### src/rtl/board_eval_pkg.sv
// Shared types, default weights and width helpers for the board evaluator.
package board_eval_pkg;

  typedef enum logic [2:0] {
    StIdle,
    StScan,
    StReduce,
    StCalc,
    StDone
  } state_e;

  localparam int WMaxDef   = 178;
  localparam int WCumDef   = 525;
  localparam int WRelDef   = 198;
  localparam int WRoughDef = 284;
  localparam int WHoleDef  = 685;
  localparam int WLinesDef = -873;

  // Width holding 0..rows (heights, max, min, rel, lines).
  function automatic int unsigned hw_width(input int unsigned rows);
    return $clog2(rows + 1);
  endfunction

  // Width holding 0..rows*cols (cum, holes, rough).
  function automatic int unsigned cw_width(input int unsigned rows, input int unsigned cols);
    return $clog2(rows * cols + 1);
  endfunction

endpackage

### src/rtl/board_row_scan.sv
// Combinational single-row update for the board scan: column tops, heights, holes, full-row flag.
module board_row_scan
  import board_eval_pkg::*;
#(
  parameter int unsigned ROWS = 20,
  parameter int unsigned COLS = 10,
  parameter int unsigned HW   = hw_width(ROWS),
  parameter int unsigned RCW  = (ROWS > 1) ? $clog2(ROWS) : 1,
  parameter int unsigned IW   = $clog2(COLS + 1)
) (
  input  logic [COLS-1:0] row_bits_i,
  input  logic [COLS-1:0] seen_i,
  input  logic [RCW-1:0]  r_i,
  output logic [COLS-1:0] seen_o,
  output logic [COLS-1:0] h_we_o,
  output logic [HW-1:0]   h_val_o,
  output logic [IW-1:0]   hole_inc_o,
  output logic            full_o
);

  // First occupied cell in a column fixes that column's height.
  assign seen_o  = seen_i | row_bits_i;
  assign h_we_o  = row_bits_i & ~seen_i;
  assign h_val_o = HW'(ROWS) - HW'(r_i);
  assign full_o  = &row_bits_i;

  // Count empty cells lying under a top cell found in an earlier row.
  always_comb begin
    hole_inc_o = '0;
    for (int c = 0; c < COLS; c++) begin
      if (seen_i[c] && !row_bits_i[c]) hole_inc_o = hole_inc_o + IW'(1);
    end
  end

endmodule

### src/rtl/board_evaluator.sv
// Multi-cycle Tetris board scorer: scan rows, reduce column heights, weighted sum, done pulse.
// Optional macro BOARD_EVAL_FEATURES_EN adds the 'features' output port.
module board_evaluator
  import board_eval_pkg::*;
#(
  parameter int unsigned ROWS    = 20,
  parameter int unsigned COLS    = 10,
  parameter int unsigned SCORE_W = 32,
  parameter int          W_MAX   = WMaxDef,
  parameter int          W_CUM   = WCumDef,
  parameter int          W_REL   = WRelDef,
  parameter int          W_ROUGH = WRoughDef,
  parameter int          W_HOLE  = WHoleDef,
  parameter int          W_LINES = WLinesDef
) (
  input  logic                 clk,
  input  logic                 rst_n,
  input  logic                 req_score,
  input  logic [ROWS*COLS-1:0] board,
  output logic                 busy,
  output logic                 recv_score,
  output logic [SCORE_W-1:0]   score
`ifdef BOARD_EVAL_FEATURES_EN
  ,
  output logic [6*cw_width(ROWS, COLS)-1:0] features
`endif
);

  localparam int unsigned HW  = hw_width(ROWS);
  localparam int unsigned CW  = cw_width(ROWS, COLS);
  localparam int unsigned RCW = (ROWS > 1) ? $clog2(ROWS) : 1;
  localparam int unsigned CCW = (COLS > 1) ? $clog2(COLS) : 1;
  localparam int unsigned IW  = $clog2(COLS + 1);

  localparam logic signed [SCORE_W-1:0] WMaxS   = SCORE_W'(W_MAX);
  localparam logic signed [SCORE_W-1:0] WCumS   = SCORE_W'(W_CUM);
  localparam logic signed [SCORE_W-1:0] WRelS   = SCORE_W'(W_REL);
  localparam logic signed [SCORE_W-1:0] WRoughS = SCORE_W'(W_ROUGH);
  localparam logic signed [SCORE_W-1:0] WHoleS  = SCORE_W'(W_HOLE);
  localparam logic signed [SCORE_W-1:0] WLinesS = SCORE_W'(W_LINES);

  state_e               state_q, state_d;
  logic [ROWS*COLS-1:0] board_q, board_d;
  logic [COLS-1:0]      seen_q, seen_d;
  logic [HW-1:0]        h_q [COLS];
  logic [HW-1:0]        h_d [COLS];
  logic [RCW-1:0]       row_q, row_d;
  logic [CCW-1:0]       col_q, col_d;
  logic [CW-1:0]        holes_q, holes_d, cum_q, cum_d, rough_q, rough_d;
  logic [HW-1:0]        lines_q, lines_d, max_q, max_d, min_q, min_d, hprev_q, hprev_d;
  logic                 busy_q, busy_d, recv_q, recv_d;
  logic [SCORE_W-1:0]   score_q, score_d;

  // Row scan wiring
  logic [COLS-1:0] row_bits [ROWS];
  logic [COLS-1:0] scan_seen, scan_we;
  logic [HW-1:0]   scan_hval;
  logic [IW-1:0]   scan_hole_inc;
  logic            scan_full;

  // Reduce / MAC wiring
  logic [HW-1:0]              cur_h, rel, rough_inc;
  logic signed [SCORE_W-1:0] calc_score;

  // Split the latched board into rows for indexing by the row counter.
  always_comb begin
    for (int r = 0; r < ROWS; r++) row_bits[r] = board_q[COLS*r +: COLS];
  end

  board_row_scan #(
    .ROWS (ROWS),
    .COLS (COLS),
    .HW   (HW),
    .RCW  (RCW),
    .IW   (IW)
  ) u_row_scan (
    .row_bits_i (row_bits[row_q]),
    .seen_i     (seen_q),
    .r_i        (row_q),
    .seen_o     (scan_seen),
    .h_we_o     (scan_we),
    .h_val_o    (scan_hval),
    .hole_inc_o (scan_hole_inc),
    .full_o     (scan_full)
  );

  assign cur_h     = h_q[col_q];
  assign rough_inc = (cur_h >= hprev_q) ? (cur_h - hprev_q) : (hprev_q - cur_h);
  assign rel       = max_q - min_q;

  // Features are unsigned, so zero-extend before the signed weighted sum.
  assign calc_score = $signed(SCORE_W'(max_q))   * WMaxS
                    + $signed(SCORE_W'(cum_q))   * WCumS
                    + $signed(SCORE_W'(rel))     * WRelS
                    + $signed(SCORE_W'(rough_q)) * WRoughS
                    + $signed(SCORE_W'(holes_q)) * WHoleS
                    + $signed(SCORE_W'(lines_q)) * WLinesS;

  // Next-state, accumulator and output updates per FSM phase.
  always_comb begin
    state_d = state_q;
    board_d = board_q;
    seen_d  = seen_q;
    h_d     = h_q;
    row_d   = row_q;
    col_d   = col_q;
    holes_d = holes_q;
    cum_d   = cum_q;
    rough_d = rough_q;
    lines_d = lines_q;
    max_d   = max_q;
    min_d   = min_q;
    hprev_d = hprev_q;
    busy_d  = busy_q;
    recv_d  = 1'b0;
    score_d = score_q;
    case (state_q)
      StIdle: begin
        if (req_score) begin
          board_d = board;
          seen_d  = '0;
          for (int c = 0; c < COLS; c++) h_d[c] = '0;
          row_d   = '0;
          col_d   = '0;
          holes_d = '0;
          cum_d   = '0;
          rough_d = '0;
          lines_d = '0;
          max_d   = '0;
          min_d   = HW'(ROWS);
          hprev_d = '0;
          busy_d  = 1'b1;
          state_d = StScan;
        end
      end
      StScan: begin
        seen_d = scan_seen;
        for (int c = 0; c < COLS; c++) begin
          if (scan_we[c]) h_d[c] = scan_hval;
        end
        holes_d = holes_q + CW'(scan_hole_inc);
        if (scan_full) lines_d = lines_q + HW'(1);
        if (row_q == RCW'(ROWS - 1)) state_d = StReduce;
        else                         row_d   = row_q + RCW'(1);
      end
      StReduce: begin
        if (cur_h > max_q) max_d = cur_h;
        if (cur_h < min_q) min_d = cur_h;
        cum_d   = cum_q + CW'(cur_h);
        if (col_q != '0) rough_d = rough_q + CW'(rough_inc);
        hprev_d = cur_h;
        if (col_q == CCW'(COLS - 1)) state_d = StCalc;
        else                         col_d   = col_q + CCW'(1);
      end
      StCalc: begin
        score_d = calc_score;
        recv_d  = 1'b1;
        state_d = StDone;
      end
      StDone: begin
        busy_d  = 1'b0;
        state_d = StIdle;
      end
      default: state_d = StIdle;
    endcase
  end

  // FSM state register.
  always_ff @(posedge clk or negedge rst_n) begin
    if (!rst_n) state_q <= StIdle;
    else        state_q <= state_d;
  end

  // Datapath and output registers; reset aborts any evaluation in flight.
  always_ff @(posedge clk or negedge rst_n) begin
    if (!rst_n) begin
      board_q <= '0;
      seen_q  <= '0;
      for (int c = 0; c < COLS; c++) h_q[c] <= '0;
      row_q   <= '0;
      col_q   <= '0;
      holes_q <= '0;
      cum_q   <= '0;
      rough_q <= '0;
      lines_q <= '0;
      max_q   <= '0;
      min_q   <= '0;
      hprev_q <= '0;
      busy_q  <= 1'b0;
      recv_q  <= 1'b0;
      score_q <= '0;
    end else begin
      board_q <= board_d;
      seen_q  <= seen_d;
      h_q     <= h_d;
      row_q   <= row_d;
      col_q   <= col_d;
      holes_q <= holes_d;
      cum_q   <= cum_d;
      rough_q <= rough_d;
      lines_q <= lines_d;
      max_q   <= max_d;
      min_q   <= min_d;
      hprev_q <= hprev_d;
      busy_q  <= busy_d;
      recv_q  <= recv_d;
      score_q <= score_d;
    end
  end

  assign busy       = busy_q;
  assign recv_score = recv_q;
  assign score      = score_q;

`ifdef BOARD_EVAL_FEATURES_EN
  logic [6*CW-1:0] features_q;

  // Feature vector captured in the same cycle as the score.
  always_ff @(posedge clk or negedge rst_n) begin
    if (!rst_n) begin
      features_q <= '0;
    end else if (state_q == StCalc) begin
      features_q <= {CW'(lines_q), holes_q, rough_q, CW'(rel), cum_q, CW'(max_q)};
    end
  end

  assign features = features_q;
`endif

endmodule
### config.mk
export PLATFORM = sky130hd
export DESIGN_NAME = board_evaluator
export DESIGN_NICKNAME = d
export VERILOG_FILES = /design/src/rtl/board_eval_pkg.sv /design/src/rtl/board_row_scan.sv /design/src/rtl/board_evaluator.sv
export SDC_FILE = /design/constraint.sdc
export NUM_CORES = 1
export LEC_CHECK = 0
export ABC_AREA = 1
export BUFFER_PORTS_ARGS = -buffer_cell sky130_fd_sc_hd__clkbuf_2
export CAP_MARGIN = 10
export CORE_UTILIZATION = 43
export DETAILED_ROUTE_END_ITERATION = 12
export GPL_TIMING_DRIVEN = 0
export PLACE_DENSITY = 0.65
export SLEW_MARGIN = 10
export SYNTH_ARGS = -nofsm -noshare
export SYNTH_HDL_FRONTEND = slang
export SYNTH_HIERARCHICAL = 1
export SYNTH_SLANG_ARGS = --single-unit
### constraint.sdc
create_clock -name clk -period 9.9 [get_ports clk]
set_input_delay 2.475 -clock clk [delete_from_list [all_inputs] [get_ports clk]]
set_output_delay 2.475 -clock clk [all_outputs]
set_load 0.02 [all_outputs]
==> impl_metrics.ini <==
[drt]
routedWlPerCell_um = 16.17
drc = 0
vias_per_cell = 5.065
wl_met3_mm = 4.043
wl_met1_mm = 32.60
dr.pass1.iters = 5
num_vias = 22440
wl_met2_mm = 32.74
drtAntennaViolNets = 0
routed.top_layer = met5
routed_wirelength_mm = 71.63
drtIter0Drc = 1613

[die]
coreArea_mm2 = 0.05935
start_util_pct = 43.79
num_io_pins = 237
die-area_mm2 = 0.06144
num_rows = 89
die_h_um = 247.9
die_w_um = 247.9

[place]
dpl.cell_count = 4356
portBuffers = 236
place_hpwl_mm = 56.90
postPlaceCellArea_mm2 = 0.02823
place.gp.congestion = 0.9222

[synthesis]
ys_types = 53
netlist.top_cell.by_area = dfrtp_1
dominantRegCellSynth = dfrtp_1
postSynthAreaPerCell_um2 = 7.773
seq_area_frac_synth_pct = 32.92
synth_most_common_cell = nand2_1
synth-edff-count = 0
ys_top_cells_by_count = nand2_1 (1092), inv_1 (439), dfrtp_1 (342)
async_reset_ff_share_pct = 100.0
ys_ff_latch = 342
syn_area_mm2 = 0.02599
ys_warn_count = 6
syn_inst = 3344
syn-num-nets = 3929
yosysTopAreaCellShare_pct = 32.92
yosys-top-cells-area = dfrtp_1 (33%), nand2_1 (16%), ha_1 (12%)

[sta]
hold_viol = 0
maxClockFrequency_ghz = 0.1070
slew_headroom_pct = 25.62
setup_violations = 0
worstMarginPinSlew_ns = 1.105
final.setup_skew_ns = 0.02120
timing.final.crit_period_ns = 9.349
rsz0062_at_grt = false
drv_slew = 0
hold_ws_ns = 0.4763
timing.final.crit_share_pct = 94.43

[critical_path]
cp.arrival_ns = 9.81
crit_slowest_cell = fa_1
startpoint_type = flip-flop
crit_required_ns = 10.36
crit_path_start = max_q[0]
worstSetupEndpointType = flip-flop
slowest_delay_ns = 0.55
path_max_fanout = 6
path_class = flip-flop to flip-flop
r2r_start = max_q[0]

[finish]
drive_gt1_share_pct = 12.91
multiInputGateArea_mm2 = 0.01530
stdcell_count = 4430
final_cell_area_mm2 = 0.02974
area_delta_synth_final_pct = 14.41
final_nets = 4212
diodes = 0
layout.area.seq_mm2 = 0.008559
fillCellCount = 5913

[clock_network]
clock_latency_ns = 0.58
clk_pin_slew_worst_paths_ns = 0.06
cts_tree = yes
cts-hold-fix-buffers = 0
numCtsBuffers = 39
clock-root-buffer = clkbuf_16
max-clock-path-buffers = 3
numClockSinks = 342
cts_max_level = 2

[grt]
grt_pass1_vias = 21720
grt_overflow = 0
grt_max_degree = 99
grt_pass1_wl_mm = 114.2
grt_usage_pct = 23.76
antenna_found_initial = 1

[hold_path]
min_from = board_q[58]
min_path_type = flip-flop to flip-flop

[run_status]
status = complete, no violations

[job]
max_cap_viol_count = 0
-- path summary, 6_finish.rpt --
check	cells past startpoint	slack [ns]	endpoint
setup / recovery	44	0.55	score[18]
hold / removal	2	0.48	board_q[58]
setup reg to reg	44	0.55	score[18]
hold reg to reg	2	0.48	board_q[58]
max in group asynchronous	3	6.62	max_q[0]
min in group asynchronous	1	1.95	board_q[43]
-- cell type report --
class                   count  share of cell area [%]
clock buffers              50                   3.555
inverters                 454                   5.747
flip-flops and latches    342                   28.78
plain buffers             116                   2.015
repair buffers            243                   4.380
multi-input cells        2431                   51.46
clock inverters            21                  0.8120
well taps                 773                   3.252
-- timing repair --
action                     in CTS  in global routing
resized for setup               2                 40
pin swaps                       0                  9
setup endpoints to repair       7                 13
setup buffers                   0                  4
cloned                          0                  0
-- metrics by stage --
stage | util [%] | TNS, ns | setup slack (ns)
after floorplan | - | 0 | 0.8772
after global placement | 47.41 | -455.69 | -1.381
after detailed placement | 47.57 | -0.07941 | -0.03378
after CTS | 49.77 | 0 | 0.04849
after global routing | 50.11 | 0 | 0.01535
final | 50.11 | 0 | 0.5515
-- worst max-delay path, delay by kind of cell (launching register included) --
family | cells | cell delay, ns
AO/OA/AOI/OAI | 3 | 0.54
flip-flops | 1 | 0.43
XOR/XNOR | 3 | 0.58
AND/OR/NAND/NOR | 17 | 1.63
buffers and inverters | 7 | 0.43
adder cells (fa/ha/maj) | 14 | 5.62
-- cells in the final DEF (no fill, tap or decap), types with 9 or more instances in the layout --
master	n
or2_2	9
nand2_2	12
xnor2_1	28
nand3_1	125
o21ai_1	59
clkbuf_16	39
a22o_1	13
o32ai_1	30
fa_1	127
o21bai_1	10
nand4_1	33
inv_1	438
nor2_2	13
dfrtp_1	341
clkbuf_2	237
o21ai_0	167
clkbuf_1	53
o22ai_1	14
nor2_1	248
xor2_1	35
inv_2	14
buf_4	31
buf_2	30
ha_1	246
a21oi_1	83
nand2_1	1090
-- registers in the layout, summed over array words and instances (netlist names), 8 cells and up --
signal,count
h_q,50
score,24
seen_q,10
rough_q,8
board_q,200
holes_q,8
cum_q,8
-- cells by family after synthesis --
family / share of synthesized area [%]
buffers and inverters: 8.900
DFF: 32.92
xor gates and xnor gates: 2.258
and+or+nand+nor: 24.26
adders and majority gates: 22.11
muxes: 0.08664
AOI/OAI and AO/OA: 9.454
-- per-layer routing --
layer	global-route usage, %	vias up
li1	-	11140
met1	32.92	10580
met2	38.09	599
met3	3.006	116
met4	8.390	2
met5	0	-
Power is not shown: default switching activity piles up to over one toggle a cycle in this logic, so the estimate is an artifact.
